$ cat config.mk
export PLATFORM = sky130hd
export DESIGN_NAME = riscv_fetch_ctrl_flat
export DESIGN_NICKNAME = d
export VERILOG_FILES = /design/src/rtl/riscv_fetch_pkg.sv /design/src/rtl/riscv_fetch_ctrl_if.sv /design/src/rtl/riscv_redirect_arb.sv /design/src/rtl/riscv_fetch_ctrl.sv /design/src/flat_wrapper.sv
export SDC_FILE = /design/constraint.sdc
export NUM_CORES = 1
export LEC_CHECK = 0
export ABC_AREA = 1
export ABC_CLOCK_PERIOD_IN_PS = 3150
export CAP_MARGIN = 0
export CORE_MARGIN = 10
export CORE_UTILIZATION = 42
export CTS_BUF_LIST = sky130_fd_sc_hd__clkbuf_4 sky130_fd_sc_hd__clkbuf_8
export DETAILED_ROUTE_END_ITERATION = 10
export DONT_BUFFER_PORTS = 1
export SYNTH_ARGS = -nofsm -noshare
export SYNTH_HDL_FRONTEND = slang
export SYNTH_SLANG_ARGS = --single-unit
$ cat constraint.sdc
create_clock -name clk -period 3.15 [get_ports clk]
set_input_delay 0.4725 -clock clk [delete_from_list [all_inputs] [get_ports clk]]
set_output_delay 0.4725 -clock clk [all_outputs]
set_load 0.02 [all_outputs]
$ cat src/rtl/riscv_fetch_pkg.sv
// Shared types for the fetch-stage sequencer: FSM states, redirect sources
// and the reset vector the PC register must agree with.
package riscv_fetch_pkg;

    localparam logic [31:0] RESET_VECTOR_DEFAULT = 32'h8000_0000;

    typedef enum logic [1:0] {
        IDLE,
        REQ,
        WAIT,
        HOLD
    } fetch_state_t;

    typedef enum logic [1:0] {
        NONE,
        TRAP,
        BR,
        JMP
    } redir_src_t;

endpackage

$ cat src/rtl/riscv_fetch_ctrl_if.sv
// Instruction-memory request/response port plus the decode-side valid/ready
// handshake; master is the fetch sequencer, slave is memory + decode.
interface riscv_fetch_ctrl_if;

    logic        imem_req;
    logic [31:0] imem_addr;
    logic        imem_gnt;
    logic        imem_rvalid;
    logic [31:0] imem_rdata;

    logic        if_valid;
    logic [31:0] if_instr;
    logic [31:0] if_pc;
    logic        if_ready;

    modport master (
        output imem_req, imem_addr,
        input  imem_gnt, imem_rvalid, imem_rdata,
        output if_valid, if_instr, if_pc,
        input  if_ready
    );

    modport slave (
        input  imem_req, imem_addr,
        output imem_gnt, imem_rvalid, imem_rdata,
        input  if_valid, if_instr, if_pc,
        output if_ready
    );

endinterface

$ cat src/rtl/riscv_redirect_arb.sv
// Fixed-priority redirect select (trap > branch > jump); targets are
// word-aligned and the target reads zero when nothing redirects.
module riscv_redirect_arb
    import riscv_fetch_pkg::*;
(
    input  logic        trap_valid,
    input  logic [31:0] trap_pc,
    input  logic        br_valid,
    input  logic [31:0] br_pc,
    input  logic        jmp_valid,
    input  logic [31:0] jmp_pc,
    output logic        redir_any,
    output logic [31:0] pc_target,
    output redir_src_t  redir_src
);

    always_comb begin
        // NOTE: every output gets a default first so no path leaves it unassigned (no latch).
        redir_src = NONE;
        pc_target = 32'h0;
        if (trap_valid) begin
            redir_src = TRAP;
            pc_target = {trap_pc[31:2], 2'b00};
        end else if (br_valid) begin
            redir_src = BR;
            pc_target = {br_pc[31:2], 2'b00};
        end else if (jmp_valid) begin
            redir_src = JMP;
            pc_target = {jmp_pc[31:2], 2'b00};
        end
    end

    assign redir_any = trap_valid | br_valid | jmp_valid;

endmodule

$ cat src/rtl/riscv_fetch_ctrl.sv
// Fetch sequencer: steers the PC register, issues one imem request at a time,
// buffers one instruction for decode and drops responses made stale by redirects.
module riscv_fetch_ctrl
    import riscv_fetch_pkg::*;
#(
    parameter logic [31:0] RESET_VECTOR = RESET_VECTOR_DEFAULT
) (
    input  logic                      clk,
    input  logic                      reset_n,
    input  logic [31:0]               pc_cur,
    output logic                      pc_stall,
    output logic                      pc_src_sel,
    output logic [31:0]               pc_target,
    input  logic                      redir_trap_valid,
    input  logic [31:0]               redir_trap_pc,
    input  logic                      redir_br_valid,
    input  logic [31:0]               redir_br_pc,
    input  logic                      redir_jmp_valid,
    input  logic [31:0]               redir_jmp_pc,
    riscv_fetch_ctrl_if.master        bus
);

    fetch_state_t state_q, state_d;
    logic         kill_q, kill_d;
    logic [31:0]  req_pc_q, req_pc_d;
    logic [31:0]  if_instr_q, if_instr_d;
    logic [31:0]  if_pc_q, if_pc_d;
    logic         redir_any;
    logic         redirect;
    redir_src_t   redir_src;
    logic         imem_req;

    riscv_redirect_arb u_arb (
        .trap_valid (redir_trap_valid),
        .trap_pc    (redir_trap_pc),
        .br_valid   (redir_br_valid),
        .br_pc      (redir_br_pc),
        .jmp_valid  (redir_jmp_valid),
        .jmp_pc     (redir_jmp_pc),
        .redir_any  (redir_any),
        .pc_target  (pc_target),
        .redir_src  (redir_src)
    );

    assign redirect = (redir_src != NONE);

    always_comb begin
        state_d    = state_q;
        kill_d     = kill_q;
        req_pc_d   = req_pc_q;
        if_instr_d = if_instr_q;
        if_pc_d    = if_pc_q;
        imem_req   = 1'b0;
        unique case (state_q)
            IDLE: state_d = REQ;
            REQ: begin
                // A redirect owns the PC this cycle, so no request goes out at the old PC.
                imem_req = !redirect;
                if (imem_req && bus.imem_gnt) begin
                    req_pc_d = pc_cur;
                    state_d  = WAIT;
                end
            end
            WAIT: begin
                if (bus.imem_rvalid) begin
                    kill_d = 1'b0;
                    if (kill_q || redirect) begin
                        state_d = REQ;
                    end else begin
                        if_instr_d = bus.imem_rdata;
                        if_pc_d    = req_pc_q;
                        state_d    = HOLD;
                    end
                end else if (redirect) begin
                    kill_d = 1'b1;
                end
            end
            HOLD: if (bus.if_ready || redirect) state_d = REQ;
            default: state_d = IDLE;
        endcase
    end

    always_ff @(posedge clk or negedge reset_n) begin
        if (!reset_n) begin
            state_q    <= IDLE;
            kill_q     <= 1'b0;
            req_pc_q   <= 32'h0;
            if_instr_q <= 32'h0;
            if_pc_q    <= RESET_VECTOR;
        end else begin
            // NOTE: non-blocking updates so every flop samples pre-edge values.
            state_q    <= state_d;
            kill_q     <= kill_d;
            req_pc_q   <= req_pc_d;
            if_instr_q <= if_instr_d;
            if_pc_q    <= if_pc_d;
        end
    end

    assign bus.imem_req  = imem_req;
    assign bus.imem_addr = pc_cur;
    assign bus.if_valid  = (state_q == HOLD);
    assign bus.if_instr  = if_instr_q;
    assign bus.if_pc     = if_pc_q;
    assign pc_src_sel    = redir_any;
    assign pc_stall      = !(redir_any || (imem_req && bus.imem_gnt));

endmodule

$ cat src/flat_wrapper.sv
// flat-port wrapper written by rule: the top's interface ports become plain ports
module riscv_fetch_ctrl_flat import riscv_fetch_pkg::*;
#(
    parameter logic [31:0] RESET_VECTOR = RESET_VECTOR_DEFAULT
)
  (clk, reset_n, pc_cur, pc_stall, pc_src_sel, pc_target, redir_trap_valid, redir_trap_pc, redir_br_valid, redir_br_pc, redir_jmp_valid, redir_jmp_pc, bus_imem_req, bus_imem_addr, bus_imem_gnt, bus_imem_rvalid, bus_imem_rdata, bus_if_valid, bus_if_instr, bus_if_pc, bus_if_ready);
  riscv_fetch_ctrl_if bus_i ();
  input  logic clk;
  input  logic reset_n;
  input  logic [31:0] pc_cur;
  output logic pc_stall;
  output logic pc_src_sel;
  output logic [31:0] pc_target;
  input  logic redir_trap_valid;
  input  logic [31:0] redir_trap_pc;
  input  logic redir_br_valid;
  input  logic [31:0] redir_br_pc;
  input  logic redir_jmp_valid;
  input  logic [31:0] redir_jmp_pc;
  output wire logic [$bits(bus_i.imem_req)-1:0] bus_imem_req;
  output wire logic [$bits(bus_i.imem_addr)-1:0] bus_imem_addr;
  input wire logic [$bits(bus_i.imem_gnt)-1:0] bus_imem_gnt;
  input wire logic [$bits(bus_i.imem_rvalid)-1:0] bus_imem_rvalid;
  input wire logic [$bits(bus_i.imem_rdata)-1:0] bus_imem_rdata;
  output wire logic [$bits(bus_i.if_valid)-1:0] bus_if_valid;
  output wire logic [$bits(bus_i.if_instr)-1:0] bus_if_instr;
  output wire logic [$bits(bus_i.if_pc)-1:0] bus_if_pc;
  input wire logic [$bits(bus_i.if_ready)-1:0] bus_if_ready;
  assign bus_imem_req = bus_i.imem_req;
  assign bus_imem_addr = bus_i.imem_addr;
  assign bus_i.imem_gnt = bus_imem_gnt;
  assign bus_i.imem_rvalid = bus_imem_rvalid;
  assign bus_i.imem_rdata = bus_imem_rdata;
  assign bus_if_valid = bus_i.if_valid;
  assign bus_if_instr = bus_i.if_instr;
  assign bus_if_pc = bus_i.if_pc;
  assign bus_i.if_ready = bus_if_ready;
  riscv_fetch_ctrl #(.RESET_VECTOR(RESET_VECTOR)) u_core (.clk(clk), .reset_n(reset_n), .pc_cur(pc_cur), .pc_stall(pc_stall), .pc_src_sel(pc_src_sel), .pc_target(pc_target), .redir_trap_valid(redir_trap_valid), .redir_trap_pc(redir_trap_pc), .redir_br_valid(redir_br_valid), .redir_br_pc(redir_br_pc), .redir_jmp_valid(redir_jmp_valid), .redir_jmp_pc(redir_jmp_pc), .bus(bus_i));
endmodule
==> results of run 1 <==
sequential cells by signal (all words and copies together) (netlist names):
register / count
u_core.bus.if_instr: 32
u_core.bus.if_pc: 32
u_core.kill_q: 1
u_core.req_pc_q: 32
u_core.state_q: 2
area by class of cell:
cell class / instances / area, um2 / share of cell area
Tap cell: 147 / 183.9 / 0.03661
Inverter: 10 / 37.54 / 0.007472
Clock inverter: 6 / 47.55 / 0.009465
Multi-Input combinational cell: 466 / 2042 / 0.4065
Sequential cell: 99 / 2479 / 0.4934
Timing Repair Buffer: 9 / 102.6 / 0.02042
Clock buffer: 10 / 131.4 / 0.02615
critical path: cells and delay by family (launching register included):
family | cells | cell delay [ns]
simple gates | 2 | 0.22
fa+ha+maj | 1 | 0.19
buf+inv | 3 | 0.66
flops | 1 | 0.41
logic make-up (layout without fill, tap and decap cells):
kind of cell,count (synthesis),after routing,share of synthesized area
adder cells (fa/ha/maj),4,4,0.009884
other,1,2,0.0007406
AO/OA/AOI/OAI,158,158,0.1569
buffers and inverters,90,35,0.1080
AND/OR/NAND/NOR,302,302,0.2350
flip-flops,99,99,0.4895
worst min-delay path by stage:
stage | start | slack (ns) | end
after CTS | reset_n | 0.004 | u_core.bus.if_instr[5]
final | pc_cur[31] | 0.19 | u_core.req_pc_q[31]
after detailed placement | reset_n | 0.18 | u_core.bus.if_instr[5]
after floorplan | reset_n | 0.18 | u_core.bus.if_instr[0]
after global placement | reset_n | 0.18 | u_core.bus.if_instr[5]
after global routing | pc_cur[10] | 0.18 | u_core.req_pc_q[10]
metrics by stage:
stage | cells | util | setup WS [ns] | instance area, um2 | power, mW
2_1_floorplan | 655 | - | 1.156 | 5067 | 2.758
3_3_place_gp | 729 | 0.4036 | 1.252 | 4807 | 2.860
3_5_place_dp | 729 | 0.4036 | 1.182 | 4807 | 2.903
4_1_cts | 746 | 0.4209 | 0.7429 | 5014 | 3.702
5_1_grt | 747 | 0.4217 | 0.6264 | 5024 | 3.913
6_report | 747 | 0.4217 | 0.8164 | 5024 | 3.647
cell usage after synthesis:
library cell	n	area share
sky130_fd_sc_hd__a21oi_1	31	0.031
sky130_fd_sc_hd__a22oi_1	1	0.0015
sky130_fd_sc_hd__buf_1	4	0.0030
sky130_fd_sc_hd__buf_2	2	0.0020
sky130_fd_sc_hd__buf_4	45	0.067
sky130_fd_sc_hd__buf_6	5	0.011
sky130_fd_sc_hd__clkbuf_1	24	0.018
sky130_fd_sc_hd__conb_1	1	0.00074
sky130_fd_sc_hd__dfrtp_1	98	0.48
sky130_fd_sc_hd__dfstp_2	1	0.0052
sky130_fd_sc_hd__ha_1	4	0.0099
sky130_fd_sc_hd__inv_1	8	0.0059
sky130_fd_sc_hd__inv_2	2	0.0015
sky130_fd_sc_hd__nand2_1	260	0.19
sky130_fd_sc_hd__nand3_1	2	0.0020
sky130_fd_sc_hd__nand3_2	1	0.0020
sky130_fd_sc_hd__nand3b_1	1	0.0015
sky130_fd_sc_hd__nand4_4	1	0.0042
sky130_fd_sc_hd__nor2_1	34	0.025
sky130_fd_sc_hd__nor2_2	1	0.0012
sky130_fd_sc_hd__nor2_4	1	0.0022
sky130_fd_sc_hd__nor2_8	1	0.0040
sky130_fd_sc_hd__o21ai_0	103	0.10
sky130_fd_sc_hd__o21ai_1	22	0.022
sky130_fd_sc_hd__o22ai_1	1	0.0012
per-layer routing:
| layer | wire [um] | share of wire | GRT usage | vias up |
|---|---|---|---|---|
| met1 | 5680 | 0.38 | 0.1884 | 1907 |
| li1 | - | - | - | 1939 |
| met5 | 0 | 0 | 0 | - |
| met4 | 206 | 0.014 | 0.05357 | 0 |
| met2 | 7246 | 0.48 | 0.2914 | 212 |
| met3 | 1826 | 0.12 | 0.07830 | 19 |
where the power goes:
| group | total (mW) | internal [mW] | switching [mW] |
|---|---|---|---|
| clock | 0.763 | 0.303 | 0.461 |
| combinational | 0.694 | 0.222 | 0.471 |
| sequential | 2.19 | 1.68 | 0.509 |
==> impl_summary.md, run 1 <==
Critical path
Walking the worst path, the cells encountered are inv_1, ha_1, inv_1, nor2_2, nor2_1, buf_4. The number of cells on the worst reg-to-reg path is 7. The largest fanout on the critical path is 17.

The worst setup path is captured at an output port. The worst endpoint data arrival time is 1.86 ns. The largest single stage delay on the critical path is 0.42 ns. The worst setup path is launched from a flip-flop. Data on the critical path is required at its endpoint by 2.68 ns. The critical path startpoint is u_core.state_q[1].

In this design, the critical path's most frequently occurring cell is sky130_fd_sc_hd__inv_1. The largest individual stage delay along the critical path comes from the cell sky130_fd_sc_hd__inv_1. The slack of the worst reg-to-reg path is 1.26 ns. The critical path ends at pc_stall. The launch point of the worst reg-to-reg path is u_core.state_q[0]. The endpoint identified for the worst register-to-register timing path is u_core.bus.if_instr[18]. The path type of the worst setup path is flip-flop to output port.

Clock tree
In this run the post-CTS setup repair buffer count came out at 0. TritonCTS built the clock tree. The number of cells upsized or downsized after cts is 0.

The number of sinks handled by clock tree synthesis is 99. The clock latency of the later-clocked register in the worst-skew pair is 0.39 ns. Counting the buffers created by CTS gives 9.

After clock tree synthesis, the flow added hold-fix buffers numbering 1. Clock-pin slew was measured on the worst setup and hold paths at 0.10 ns. The tree is rooted in a sky130_fd_sc_hd__clkbuf_8. The buffer depth of the longest clock path is 2.

The number of levels the H-tree was split into is 3.

Layout
The number of antenna diodes is 0. The commonest non-fill, non-tap cell in the layout is sky130_fd_sc_hd__nand2_1. In the layout the commonest cells are 260 x sky130_fd_sc_hd__nand2_1, 103 x sky130_fd_sc_hd__o21ai_0, 98 x sky130_fd_sc_hd__dfrtp_1. Compared with the post-synthesis result, the final layout area differs by -0.7907%.

The filler cell count in the final layout is 1206. The net count of the finished layout is 767. Of the cells placed in the final design, the portion with a size suffix greater than 1 is 0.05333.

Die
The floorplan has 40 rows. For this configuration, the core starts out at a cell density of 0.4251. The count of pins on the block boundary is 300. The die is 129.8 um wide.

The area of the die is 0.01685 mm2. In this run the vertical extent of the chip is 129.8 um. In this run the standard cell core region covers 0.01191 mm2.

STA
The post-route worst hold slack is 0.1927 ns. At the pin with the least slew margin, the transition time is 0.7885 ns. The max-slew violation count is 0. The minimum clock period after layout is 2.334 ns. The number of hold violations in the final report is 0. The final setup skew is 0.01467 ns. Setup repair after global routing left no endpoint under its margin. The post-route setup TNS is 0 ns.

Headroom to the max-slew limit came out at 0.4688. The maximum clock frequency is 428.5 MHz. The share of the clock period used by the worst path after layout is 0.7408. The number of setup violations in the final report is 0.

Placement
Routability-driven placement finished with a final weighted congestion of 0.7632. After legalization and detailed placement, the total HPWL measured 10.98 mm. The count of buffers added on input and output ports is 0.

GRT
The largest net degree at the start of global routing is 100. In the global route stage, overall resource usage came out at 0.1718. For this run the aggregate overflow at the end of global routing stands at 0. The first-pass GRT wire length is 22.63 mm. The initial antenna violation count is 0.

The via count of the first global-routing pass was 4066.

Drt
Once detail routing completed, the nets flagged for antenna violations numbered 0. The DRC violation total after the first TritonRoute iteration is 242. The average wire per standard cell is 20.03 um.

The routed wire length is 14.96 mm. Using the TritonRoute via totals, the vias-per-cell ratio works out to 5.458. The pre-antenna-repair detailed-routing pass consisted of 7 iterations. The post-detailed-route DRC marker count is 0. Summing over every cut layer, the via total after detailed routing is 4077.

Synthesis
The register bit total from synthesis is 99. The number of different library cells in the post-synthesis netlist is 25. The post-synthesis instance area is 0.005064 mm2. The share of synthesized area occupied by flip-flops and latches is 0.4895. After technology mapping, the gate count stands at 654. The number of synthesis warnings is 0. The average footprint of a synthesized cell is 7.743 um2.

Status
The run finished with clean final reports.

Hold path
Along the worst hold path, the cell count comes to 2. The worst hold path belongs to the class primary input to flip-flop.

Power
The maximum vdd drop is 333.3 uV. For this design the static power due to leakage is 2.609 nW. Dividing total power by cell area gives a power density of 726.0 mW/mm2.

Job
The number of max-cap violations is 0.
Power figures use the tool's default switching activity.
==> inputs of run 2 (changes only) <==
--- a/config.mk
+++ b/config.mk
@@ -6,7 +6,7 @@
 export NUM_CORES = 1
 export LEC_CHECK = 0
 export ABC_AREA = 1
-export ABC_CLOCK_PERIOD_IN_PS = 3150
+export ABC_CLOCK_PERIOD_IN_PS = 2200
 export CAP_MARGIN = 0
 export CORE_MARGIN = 10
 export CORE_UTILIZATION = 42
==> constraint.sdc (replaced) <==
create_clock -name clk -period 2.2 [get_ports clk]
set_input_delay 0.33 -clock clk [delete_from_list [all_inputs] [get_ports clk]]
set_output_delay 0.33 -clock clk [all_outputs]
set_load 0.02 [all_outputs]
==> run 2 against run 1 <==
Compared with the run above: count of clock-buffer cells in the layout unchanged; core utilization increased by 0.90 points; sequential power increased by 43%; global-route usage about the same; setup slack got worse by 0.64 ns; sequential cell count unchanged; register-to-register slack got worse by 0.69 ns; largest cell class unchanged; the run now ends with negative hold slack left; via count increased by 0.88%; final cell count increased by 1.6%.
==> impl_summary.md, run 2 (same netlist as run 1, synthesis figures left out) <==
Status
The run finished, with violations left. The final reports fail on negative hold slack.

Placement
The detailed placement HPWL is 11.36 mm. At the end of routability-driven placement, the weighted congestion stood at 0.7905. OpenSTA, run right after detailed placement, puts the worst setup slack at 0.5537 ns. The number of port buffers is 0.

Layout
In the final layout, the share of cells above drive strength 1 is 0.07353. Fill cells in the final layout number 1228. The number of antenna diodes is 0.

Across the whole layout, storage elements account for 0.002479 mm2. The area occupied by multi-input gates is 0.002042 mm2. The number of nets in the layout is 779. The commonest non-fill, non-tap cell in the layout is sky130_fd_sc_hd__nand2_1.

The synthesis-to-finish area growth is 1.334%. Leaving out fill and tap cells, the most frequent cells in the layout are 260 x sky130_fd_sc_hd__nand2_1, 103 x sky130_fd_sc_hd__o21ai_0, 98 x sky130_fd_sc_hd__dfrtp_1.

Critical path
The worst register-to-register path ends at u_core.bus.if_instr[26]. The worst register-to-register path has a depth of 7. In this run the register-to-register setup slack is 0.57 ns.

The startpoint kind of the worst setup timing path is a flip-flop. The required arrival time at the worst endpoint is 1.87 ns. STA puts the critical path data arrival time at 1.69 ns. The launch point of the worst reg-to-reg path is u_core.state_q[0]. By startpoint and endpoint, the worst setup path is classified as flip-flop to output port. In this run the worst path has a maximum fanout of 9. The worst setup path is captured at an output port.

Power
The cell area power density is 1047 mW/mm2. The leakage power of the design is 2.690 nW. IR analysis of the VDD net gives a maximum drop of 446.1 uV.

Die
The starting density of the core is 0.4251. For this design the top-level I/O count stands at 300. The area of the die is 0.01685 mm2.

The total area inside the core boundary comes to 0.01191 mm2. The die height is 129.8 um. The floorplan has 40 rows. The die is 129.8 um wide.

STA
The setup slack after layout is 0.1767 ns. The minimum clock period after layout is 2.023 ns. The final setup skew is 0.01024 ns. For the final routed database, the setup TNS stands at 0 ns. Across all hold checks on the routed design, the worst slack comes to -0.3713 ns. Derived from the worst setup path, the maximum achievable clock frequency is 494.2 MHz. The worst pin sits at a relative slew slack of 0.5076.

At the pin with the least slew margin, the transition time is 0.7308 ns. Setup repair after global routing left no endpoint under its margin. The number of hold violations in the final report was 99. Setup violations remaining at the end of the flow were counted as 0. Dividing the final minimum period by the clock period gives 0.9197.

The max-slew violation count is 0.

GRT
In the global route stage, met1 resource usage came out at 0.1821. The first-pass GRT wire length is 22.60 mm. For this run, global-route usage on met2 was measured as 0.2914.

In this run the most used layer during global routing was met2. The met3 global-route usage is 0.09290. The global route total overflow is 0. The combined global-route utilization of all metal layers is 0.1723. The largest net degree at the start of global routing is 100. The via count of the first global-routing pass is 4107. The initial antenna violation count is 0.

Clock tree
The clock reaches the later pin of the worst-skew pair after 0.38 ns. The cell sitting at the root of the clock tree is a sky130_fd_sc_hd__clkbuf_8. The number of clock buffers inserted by TritonCTS is 9. CTS built an H-tree with a depth of 3. The TritonCTS clock tree is yes. The total setup buffers inserted after CTS is 0.

Clock-pin slew was measured on the worst setup and hold paths at 0.10 ns. The clock net in this run drives a total of 99 sinks. The longest clock path from root to sink contains 2 buffers. The number of gates resized after CTS was 0.

Hold path
The path class of the tightest hold or removal check is primary input to asynchronous set/reset pin.

Job
The number of max-cap violations is 0.

Drt
The post-detailed-route DRC marker count is 0. The DRC violation total after the first TritonRoute iteration is 214. Before antenna repair, the detailed router went through 5 iterations.

The via density per instance is 5.419. The routed wire length is 15.13 mm. The routed via count is 4113. The average wire per standard cell is 19.94 um. The post-route antenna net violation count is 0.
[run 2: cell count changes in the layout (fill, tap and decap cells not counted), sizes merged]
cell and change:
inv +1, buf +13, clkinvlp -3, clkinv +1
bufinv +1, dlygate4sd3 -1
[run 2: final cells by class]
type                       instances  share of cell area
multi-input combinational        466              0.3980
sequential                        99              0.4831
tap                              147             0.03584
inverter                          10            0.007315
timing repair buffer              21             0.03560
clock inverter                     6             0.01341
clock buffer                      10             0.02682
[run 2: metrics by stage]
step / total power, mW / instances / hold WS (ns) / area [um2] / util
detailed placement: 4.213 / 743 / 0.03745 / 4925 / 0.4134
global placement: 4.135 / 743 / 0.03739 / 4925 / 0.4134
finish: 5.372 / 759 / -0.3713 / 5131 / 0.4308
global route: 5.756 / 759 / -0.4107 / 5131 / 0.4308
CTS: 5.455 / 759 / -0.3998 / 5131 / 0.4308
floorplan: 3.949 / 655 / 0.03441 / 5067 / -
[run 2: worst max path at each step]
stage | from | end | slack [ns] | cells past startpoint
CTS | u_core.state_q[1] | pc_stall | 0.14 | 7
finish | u_core.state_q[1] | pc_stall | 0.18 | 7
detailed placement | u_core.state_q[0] | u_core.bus.if_instr[26] | 0.55 | 7
global placement | u_core.state_q[0] | u_core.bus.if_instr[21] | 0.61 | 7
floorplan | redir_br_valid | pc_target[29] | 0.49 | 4
global route | u_core.state_q[1] | pc_stall | 0.05 | 7
[run 2: routing by layer]
layer	part of all wire	up-vias
li1	-	1969
met1	0.37	1922
met2	0.49	208
met3	0.13	14
met4	0.014	0
met5	0	-
[run 2: worst max-delay path, stage by stage, from the launching register on]
cell,delay (ns)
sky130_fd_sc_hd__dfrtp_1,0.43
sky130_fd_sc_hd__inv_1,0.10
sky130_fd_sc_hd__ha_1,0.17
sky130_fd_sc_hd__inv_1,0.09
sky130_fd_sc_hd__nor2_2,0.13
sky130_fd_sc_hd__buf_4,0.18
sky130_fd_sc_hd__nor2_1,0.05
sky130_fd_sc_hd__buf_4,0.17
[run 2: power by group]
part / internal [mW] / switching (mW)
clock network: 0.569 / 0.656
registers: 2.41 / 0.736
logic: 0.348 / 0.655
